## config.mk

```make
export PLATFORM = sky130hd
export DESIGN_NAME = nco_sweep_ctrl
export DESIGN_NICKNAME = d
export VERILOG_FILES = /design/src/rtl/nco_sweep_ctrl.sv
export SDC_FILE = /design/constraint.sdc
export NUM_CORES = 1
export LEC_CHECK = 0
export BUFFER_PORTS_ARGS = -buffer_cell sky130_fd_sc_hd__buf_4
export CORE_AREA = 2 2 177 179
export CTS_BUF_LIST = sky130_fd_sc_hd__clkbuf_4 sky130_fd_sc_hd__clkbuf_8 sky130_fd_sc_hd__clkbuf_16
export CTS_CLUSTER_SIZE = 28
export DETAILED_ROUTE_END_ITERATION = 8
export DIE_AREA = 0 0 179 181
export PLACE_DENSITY = 0.54
export SLEW_MARGIN = 20
export SYNTH_ARGS = -nofsm -noshare
export SYNTH_HDL_FRONTEND = slang
export SYNTH_SLANG_ARGS = --single-unit
```

## constraint.sdc

```tcl
create_clock -name clk -period 3.7 [get_ports clk]
set_clock_uncertainty 0.2 [all_clocks]
set_input_delay 0.37 -clock clk [delete_from_list [all_inputs] [get_ports clk]]
set_output_delay 0.37 -clock clk [all_outputs]
set_load 0.01 [all_outputs]
```

## src/rtl/nco_sweep_ctrl.sv

```systemverilog
// NCO frequency-acquisition sweep: steps bins, dwells, tracks best bin, parks on it.
// Latency: start -> LOAD after one edge; per bin 1 + SETTLE_CYC + dwell + 1 cycles; all outputs registered.
// Backpressure: none; dwell stalls while corr_valid is low. Optional early lock via NCO_SWEEP_EARLY_LOCK_EN.
module nco_sweep_ctrl #(
  parameter int WORD_W     = 13,
  parameter int BIN_W      = 6,
  parameter int DWELL_W    = 16,
  parameter int EN_W       = 16,
  parameter int ACC_W      = 24,
  parameter int SETTLE_CYC = 2
) (
  input  logic               clk,
  input  logic               rst_n,
  input  logic               start,
  input  logic               abort,
  input  logic [WORD_W-1:0]  f_start,
  input  logic [WORD_W-1:0]  f_step,
  input  logic [BIN_W-1:0]   n_bins,
  input  logic [DWELL_W-1:0] dwell,
  input  logic [ACC_W-1:0]   threshold,
  input  logic               corr_valid,
  input  logic [EN_W-1:0]    corr_energy,
  output logic [WORD_W-1:0]  nco_word,
  output logic               nco_rst,
  output logic               busy,
  output logic               locked,
  output logic               done,
  output logic [WORD_W-1:0]  best_word,
  output logic [ACC_W-1:0]   best_energy
);

  typedef enum logic [2:0] {
    S_IDLE, S_LOAD, S_SETTLE, S_DWELL, S_EVAL, S_PARK, S_LOCKED
  } state_t;

  localparam int SET_W = (SETTLE_CYC > 1) ? $clog2(SETTLE_CYC) : 1;
  localparam logic [ACC_W-1:0] ACC_MAX = '1;

  state_t             state_q, state_d;
  logic [WORD_W-1:0]  bin_word_q, bin_word_d;
  logic [WORD_W-1:0]  step_q, step_d;
  logic [BIN_W-1:0]   nbins_q, nbins_d;
  logic [BIN_W-1:0]   bin_idx_q, bin_idx_d;
  logic [DWELL_W-1:0] dwell_q, dwell_d;
  logic [DWELL_W-1:0] sample_cnt_q, sample_cnt_d;
  logic [SET_W-1:0]   settle_cnt_q, settle_cnt_d;
  logic [ACC_W-1:0]   acc_q, acc_d;
  logic [WORD_W-1:0]  best_word_q, best_word_d;
  logic [ACC_W-1:0]   best_energy_q, best_energy_d;
  logic [WORD_W-1:0]  nco_word_q, nco_word_d;
  logic               nco_rst_q, nco_rst_d;
  logic               busy_q, busy_d;
  logic               locked_q, locked_d;
  logic               done_q, done_d;
  logic [ACC_W:0]     acc_sum;
  logic [ACC_W-1:0]   acc_sat;
  logic               take_best;
  logic               sweep_end;

`ifdef NCO_SWEEP_EARLY_LOCK_EN
  logic [ACC_W-1:0]   thr_q, thr_d;
`else
  logic               unused_threshold;
  assign unused_threshold = ^threshold;
`endif

  assign acc_sum = {1'b0, acc_q} + (ACC_W+1)'(corr_energy);
  assign acc_sat = acc_sum[ACC_W] ? ACC_MAX : acc_sum[ACC_W-1:0];

  always_comb begin
    state_d       = state_q;
    bin_word_d    = bin_word_q;
    step_d        = step_q;
    nbins_d       = nbins_q;
    bin_idx_d     = bin_idx_q;
    dwell_d       = dwell_q;
    sample_cnt_d  = sample_cnt_q;
    settle_cnt_d  = settle_cnt_q;
    acc_d         = acc_q;
    best_word_d   = best_word_q;
    best_energy_d = best_energy_q;
    take_best     = 1'b0;
    sweep_end     = 1'b0;
`ifdef NCO_SWEEP_EARLY_LOCK_EN
    thr_d         = thr_q;
`endif

    // abort wins over everything, including a simultaneous start, and keeps best_*
    if (abort) begin
      state_d = S_IDLE;
    end else begin
      unique case (state_q)
        S_IDLE, S_LOCKED: begin
          if (start) begin
            state_d       = S_LOAD;
            bin_word_d    = f_start;
            step_d        = f_step;
            nbins_d       = (n_bins == '0) ? BIN_W'(1) : n_bins;
            dwell_d       = (dwell == '0) ? DWELL_W'(1) : dwell;
            bin_idx_d     = '0;
            best_word_d   = '0;
            best_energy_d = '0;
`ifdef NCO_SWEEP_EARLY_LOCK_EN
            thr_d         = threshold;
`endif
          end
        end
        S_LOAD: begin
          acc_d        = '0;
          settle_cnt_d = '0;
          state_d      = S_SETTLE;
        end
        S_SETTLE: begin
          if (settle_cnt_q == SET_W'(SETTLE_CYC - 1)) begin
            sample_cnt_d = '0;
            state_d      = S_DWELL;
          end else begin
            settle_cnt_d = settle_cnt_q + SET_W'(1);
          end
        end
        S_DWELL: begin
          if (corr_valid) begin
            acc_d = acc_sat;
            if (sample_cnt_q == dwell_q - DWELL_W'(1)) begin
              state_d = S_EVAL;
            end else begin
              sample_cnt_d = sample_cnt_q + DWELL_W'(1);
            end
          end
        end
        S_EVAL: begin
          take_best = (acc_q > best_energy_q);
          sweep_end = (bin_idx_q == nbins_q - BIN_W'(1));
`ifdef NCO_SWEEP_EARLY_LOCK_EN
          if (acc_q >= thr_q) begin
            take_best = 1'b1;
            sweep_end = 1'b1;
          end
`endif
          if (take_best) begin
            best_word_d   = bin_word_q;
            best_energy_d = acc_q;
          end
          if (sweep_end) begin
            state_d = S_PARK;
          end else begin
            bin_word_d = bin_word_q + step_q;
            bin_idx_d  = bin_idx_q + BIN_W'(1);
            state_d    = S_LOAD;
          end
        end
        S_PARK:  state_d = S_LOCKED;
        default: state_d = S_IDLE;
      endcase
    end

    // outputs are decoded from the next state so they line up with it after the edge
    nco_word_d = '0;
    nco_rst_d  = 1'b0;
    busy_d     = 1'b0;
    locked_d   = 1'b0;
    done_d     = 1'b0;
    unique case (state_d)
      S_IDLE: nco_rst_d = 1'b1;
      S_LOAD: begin
        nco_word_d = bin_word_d;
        nco_rst_d  = 1'b1;
        busy_d     = 1'b1;
      end
      S_SETTLE, S_DWELL, S_EVAL: begin
        nco_word_d = bin_word_d;
        busy_d     = 1'b1;
      end
      S_PARK: begin
        nco_word_d = best_word_d;
        nco_rst_d  = 1'b1;
        busy_d     = 1'b1;
        done_d     = 1'b1;
      end
      S_LOCKED: begin
        nco_word_d = best_word_d;
        locked_d   = 1'b1;
      end
      default: nco_rst_d = 1'b1;
    endcase
  end

  always_ff @(posedge clk or negedge rst_n) begin
    if (!rst_n) begin
      state_q       <= S_IDLE;
      bin_word_q    <= '0;
      step_q        <= '0;
      nbins_q       <= '0;
      bin_idx_q     <= '0;
      dwell_q       <= '0;
      sample_cnt_q  <= '0;
      settle_cnt_q  <= '0;
      acc_q         <= '0;
      best_word_q   <= '0;
      best_energy_q <= '0;
      nco_word_q    <= '0;
      nco_rst_q     <= 1'b1;
      busy_q        <= 1'b0;
      locked_q      <= 1'b0;
      done_q        <= 1'b0;
`ifdef NCO_SWEEP_EARLY_LOCK_EN
      thr_q         <= '0;
`endif
    end else begin
      state_q       <= state_d;
      bin_word_q    <= bin_word_d;
      step_q        <= step_d;
      nbins_q       <= nbins_d;
      bin_idx_q     <= bin_idx_d;
      dwell_q       <= dwell_d;
      sample_cnt_q  <= sample_cnt_d;
      settle_cnt_q  <= settle_cnt_d;
      acc_q         <= acc_d;
      best_word_q   <= best_word_d;
      best_energy_q <= best_energy_d;
      nco_word_q    <= nco_word_d;
      nco_rst_q     <= nco_rst_d;
      busy_q        <= busy_d;
      locked_q      <= locked_d;
      done_q        <= done_d;
`ifdef NCO_SWEEP_EARLY_LOCK_EN
      thr_q         <= thr_d;
`endif
    end
  end

  assign nco_word    = nco_word_q;
  assign nco_rst     = nco_rst_q;
  assign busy        = busy_q;
  assign locked      = locked_q;
  assign done        = done_q;
  assign best_word   = best_word_q;
  assign best_energy = best_energy_q;

endmodule

```

Yosys cells after proc, flatten, opt, wreduce, memory -nomap -nowiden
Cells that the tools add are included.

operators by class
  add/sub/neg operators = 7
  $mul = 0
  div/mod/pow operators = 0
  magnitude comparators = 1
  equal/unequal tests = 20
  shift-type cells = 0
  multiplexer cells = 37
  bitwise operators = 1
  reduce and logical (&&, ||, !) cells = 18

operators with widths
  operator                                                               number
  24-bit 2-to-1 mux                                                      4
  24-bit case mux with 2 select lines                                    2
  13-bit 2-to-1 mux                                                      6
  13-bit case mux with 2 select lines                                    3
  16-bit 2-to-1 mux                                                      4
  16-bit case mux with 2 select lines                                    1
  24-bit by 16-bit adder with 25-bit output                              1
  24-bit greater-than comparator                                         1
  3-bit == test (second input constant)                                  6
  3-bit 2-to-1 mux                                                       6
  6-bit 2-to-1 mux                                                       3
  3-bit case mux with 6 select lines                                     1
  16-bit by 1-bit adder with 16-bit output (second input constant)       1
  16-bit == test                                                         1
  16-bit logical NOT                                                     1
  16-bit by 1-bit subtractor with 16-bit output (second input constant)  1
  13-bit adder                                                           1
  3-bit by 2-bit == test with 1-bit output (second input constant)       4
  2-bit != test (second input constant)                                  6
  6-bit case mux with 2 select lines                                     1
  4-bit AND reduction                                                    2
  2-bit nonzero test                                                     4
  4-bit OR reduction                                                     2
  6-bit by 1-bit adder with 6-bit output (second input constant)         1
  14 further kinds                                                       21

word-level totals
  register bits after elaboration = 152
  bits in latches = 0
  bits in writable memories = 0
  ROM bits = 0
  input port bits = 93
  output and inout port bits = 54
  logic and storage cells = 100
  memories kept = 0

Logic depth before layout (Yosys ltp)
  depth after elaboration = 9
  gate-level depth with buffers = 13

Least setup slack after synthesis
Ideal clock, no wire load.

  kind = reg-to-reg
  start = reg best_energy_q[15] (netlist: best_energy[15])
  end = reg best_energy_q[10] (netlist: best_energy[10])
  data arrival time = 3.041 ns
  path slack = 0.392 ns
  stages on the path, launching flop included = 12
  path buffers = 2
  cell sequence = dfrtp_1 > inv_1 > ha_1 > and4_1 > and3_1 > a21boi_0 > o41a_1 > o31a_1 > o21ai_1 > clkbuf_1 > clkbuf_1 > a22o_1

between the ends
  longest elaborated chain between the ends = 3

ends and longest elaborated chain
  what                            line  RTL
  start, declared                 49    logic [ACC_W-1:0] best_energy_q, best_energy_d;
  start signal, assigned          220   best_energy_q <= best_energy_d;
  24-bit greater-than comparator  132   take_best = (acc_q > best_energy_q);
  2-bit != test (no line)         -
  4-bit AND reduction (no line)   -

Every way passes these cells.
A chain may end at the register's enable or synchronous reset.

Worst setup path after layout
  start = reg dwell_q[0]
  end = reg sample_cnt_q[10]

between the ends
  longest elaborated chain between the ends = 4

ends and longest elaborated chain
  what                                           line  RTL
  start, declared                                44    logic [DWELL_W-1:0] dwell_q, dwell_d;
  start signal, assigned                         215   dwell_q <= dwell_d;
  16-bit by 1-bit subtractor with 16-bit output  124   if (sample_cnt_q == dwell_q - DWELL_W'(1)) begin
  16-bit == test                                 124
  2-bit != test (no line)                        -
  5-bit AND reduction (no line)                  -
  end signal, assigned                           216   sample_cnt_q <= sample_cnt_d;
  end, declared                                  45    logic [DWELL_W-1:0] sample_cnt_q, sample_cnt_d;

Every way passes these cells.

==> reports/qor.yml <==
critical_path:
  timing.critical_path.from_type: "flip-flop"
  path_class: "flip-flop to flip-flop"
  cp_data_arrival_time_ns: 3.67
  critPathRequiredTime_ns: 3.86
  crit_path_max_fanout: 15
  setup.worst_path.end_class: "flip-flop"
global_route:
  gr_usage_total_pct: 16.0
  grt_max_degree: 88
  number_of_antenna_violations_at_the_first_check_in_global_routing: 0
  grt_first_pass_wirelength_um: 41000
  via_count_of_the_first_global_routing_pass: 7838
  grt.overflow.total: 0
final_layout:
  final_util_pct: 38.0
  area_delta_synth_final_pct: 27.0
  nets: 1295
  fillerInstances: 3037
  number_of_standard_cells_in_the_layout_taps_in_and_fillers_out: 1553
  layout-drive-gt1-share_pct: 16.9
  mostFrequentLayoutCell: "sky130_fd_sc_hd__dfrtp_1"
  final_antenna_diode_count: 0
  most-common-layout-cells: "151 x sky130_fd_sc_hd__dfrtp_1, 148 x sky130_fd_sc_hd__nand2_1, 140 x sky130_fd_sc_hd__buf_4"
timing:
  worst_pin_slew_ns: 0.853
  fin_crit_sh_pct: 94.9
  achievable-frequency_mhz: 285
  max_slew_violations: 0
  max_slew_margin_pct: 43.1
  report.final.setup_viol: 0
  period_needed_ns: 3.51
  setup_total_negative_slack_ns: 0
  rsz0062_at_grt: "no"
  hold_viol: 0
power_and_ir_drop:
  share_clk_of_total_power_pct: 35.6
  pwr-share-comb_pct: 24.2
  peak_vdd_ir_uv: 283
  power_density_mw_per_mm2: 428
  power.net_switching_w: 0.00167
  internal_power_w: 0.00327
  power.leakage_nw: 5.53
  power.share.switching_pct: 33.8
  power_frac_seq_pct: 40.1
cts:
  clk_root_buf: "sky130_fd_sc_hd__clkbuf_16"
  clk_pin_slew_ns: 0.08
  depth_of_the_cts_h_tree: 4
  cts_made_buffers: 17
  cts_buffer_depth: 2
  clock_latency_ns: 0.44
  tritoncts_clock_tree: "done"
  post_cts_buffers: 0
  cts.sinks: 152
synth:
  synth-edff-count: 0
  synth.ff_latch_count: 152
  synth_seq_area_share_pct: 42.0
  yosysWarningCount: 0
  ys.flop_type: "sky130_fd_sc_hd__dfrtp_1"
  synth_area_per_inst_um2: 9.24
  post_synth_cell_types: 71
  netlist_instances: 981
  synthesis.nets: 1132
  synthesis.area_mm2: 0.00907
  postSynth.asyncResetShare_pct: 100
floorplanning:
  initial_utilization_pct: 29.9
  dieHeight_um: 181
  die_w_um: 179
  site_row_count: 64
  core-area_mm2: 0.0303
  design.portCount: 147
  floorplan.die_area_mm2: 0.0324
placement:
  place_hpwl_um: 18700
  port_buffer_cells: 122
  placed_cells_incl_taps: 1480
  gp_routability_congestion: 0.818
route:
  wl_per_cell_um: 16.4
  via_count: 7980
  drt_pre_antenna_iters: 5
  totalWireLength_um: 25400
  routed_via_density: 5.14
  drc_violation_count_after_routing: 0
  ant_nets: 0
  first_iter_violations: 427
worst_hold_path:
  worstHoldPathType: "input port to flip-flop"
flow_run:
  drv.max_cap_violation_count: 0
outcome:
  outcome: "complete, no violations"
==> final cells by class <==
cell class                      instances  area [um2]  area share, %
Timing Repair Buffer                  185        1530           13.3
Sequential cell                       152        3800           33.0
Clock inverter                         15         160           1.39
Inverter                               50         188           1.63
Multi-Input combinational cell        738        4910           42.7
Clock buffer                           17         425           3.69
Tap cell                              396         495           4.30
==> state kept, by name, indices dropped and copies added, names as in the netlist <==
signal        count
settle_cnt_q      1
step_q           13
dwell_q          16
acc_q            24
bin_idx_q         6
best_energy      24
nco_word         13
state_q           3
nco_rst           1
best_word        13
busy              1
sample_cnt_q     16
nbins_q           6
bin_word_q       13
done              1
locked            1
==> power by group through the flow <==
stage	Combinational [W]	Sequential (W)	Clock [W]
final	0.00120	0.00198	0.00176
after global placement	0.00115	0.00201	0
after CTS	0.00120	0.00198	0.00181
after floorplan	0.000822	0.00196	0
after global routing	0.00136	0.00200	0.00188
after detailed placement	0.00116	0.00201	0
==> final timing paths <==
kind	start	end	slack, ns	cells after the start
max in group asynchronous	rst_n	acc_q[11]$_DFFE_PN0P_	1.98	3
min in group asynchronous	rst_n	dwell_q[14]$_DFFE_PN0P_	0.33	2
hold reg to reg	step_q[5]$_DFFE_PN0P_	step_q[5]$_DFFE_PN0P_	0.29	2
setup reg to reg	dwell_q[0]$_DFFE_PN0P_	sample_cnt_q[10]$_DFFE_PN0P_	0.19	11
setup / recovery	dwell_q[0]$_DFFE_PN0P_	sample_cnt_q[10]$_DFFE_PN0P_	0.19	11
hold / removal	f_start[9]	bin_word_q[9]$_DFF_PN0_	0.02	3
==> repair_timing <==
action | CTS | global route
setup endpoints to repair | 0 | 3
hold endpoints to repair | 125 | 0
hold buffers | 41 | 0
gates resized for setup | 0 | 2
==> through the flow <==
step | hold slack, ns | cell area [um2] | power (W) | worst slack (ns)
finish | 0.0235 | 11500 | 0.00494 | 0.190
global route | 0.0354 | 11500 | 0.00524 | 0.0319
detailed placement | 0.276 | 10500 | 0.00317 | 0.140
CTS | 0.00735 | 11500 | 0.00499 | 0.120
global placement | 0.273 | 10500 | 0.00316 | 0.230
floorplan | -0.126 | 9070 | 0.00278 | 0.392
==> Yosys cell counts (7+ instances only) <==
library cell | number | share of area, %
sky130_fd_sc_hd__dfrtp_1 | 151 | 42
sky130_fd_sc_hd__nand2_1 | 148 | 6.1
sky130_fd_sc_hd__nor2_1 | 57 | 2.4
sky130_fd_sc_hd__ha_1 | 56 | 7.7
sky130_fd_sc_hd__a22o_1 | 52 | 5.0
sky130_fd_sc_hd__a21oi_1 | 51 | 2.8
sky130_fd_sc_hd__inv_1 | 50 | 2.1
sky130_fd_sc_hd__o21ai_0 | 43 | 2.4
sky130_fd_sc_hd__xnor2_1 | 36 | 3.5
sky130_fd_sc_hd__clkbuf_1 | 33 | 1.4
sky130_fd_sc_hd__a21o_1 | 24 | 2.0
sky130_fd_sc_hd__nand3_1 | 22 | 1.2
sky130_fd_sc_hd__nor3_1 | 18 | 0.99
sky130_fd_sc_hd__xor2_1 | 18 | 1.7
sky130_fd_sc_hd__and3_1 | 17 | 1.2
sky130_fd_sc_hd__or4_1 | 12 | 0.99
sky130_fd_sc_hd__and2_1 | 11 | 0.76
sky130_fd_sc_hd__a22oi_1 | 10 | 0.83
sky130_fd_sc_hd__a31oi_1 | 10 | 0.69
sky130_fd_sc_hd__o211ai_1 | 10 | 0.83
sky130_fd_sc_hd__nand4_1 | 9 | 0.62
sky130_fd_sc_hd__nor4_1 | 9 | 0.62
sky130_fd_sc_hd__o21a_1 | 8 | 0.66
sky130_fd_sc_hd__a211oi_1 | 7 | 0.58
sky130_fd_sc_hd__nand2b_1 | 7 | 0.48
sky130_fd_sc_hd__o31ai_1 | 7 | 0.58
sky130_fd_sc_hd__or3_1 | 7 | 0.48
==> layer usage <==
layer / part of all wire, % / wire (um) / vias to the layer above / GRT usage [%]
li1: - / - / 3909 / -
met1: 48 / 12200 / 3851 / 22.2
met2: 47 / 12000 / 198 / 26.2
met3: 3.7 / 930 / 22 / 2.50
met4: 1.0 / 261 / 0 / 3.58
met5: 0 / 0 / - / 0
==> kinds of logic after synthesis <==
| group | Yosys count | share of synthesized area [%] |
|---|---|---|
| buf+inv | 91 | 4.06 |
| compound gates | 277 | 21.7 |
| xor+xnor | 54 | 5.22 |
| simple gates | 343 | 18.2 |
| flops | 152 | 42.0 |
| mux | 6 | 0.690 |
| fa+ha+maj | 58 | 8.17 |
==> critical path: stages (launching register included) <==
cell,delay [ns]
sky130_fd_sc_hd__dfrtp_1,0.44
sky130_fd_sc_hd__inv_1,0.10
sky130_fd_sc_hd__ha_1,0.22
sky130_fd_sc_hd__or3b_2,0.53
sky130_fd_sc_hd__or3_1,0.34
sky130_fd_sc_hd__a21o_1,0.20
sky130_fd_sc_hd__a31oi_2,0.22
sky130_fd_sc_hd__nor4_2,0.09
sky130_fd_sc_hd__and3_2,0.27
sky130_fd_sc_hd__buf_12,0.16
sky130_fd_sc_hd__or4_1,0.50
sky130_fd_sc_hd__a21oi_1,0.16
Note: power is estimated with default switching activity, not from simulation.
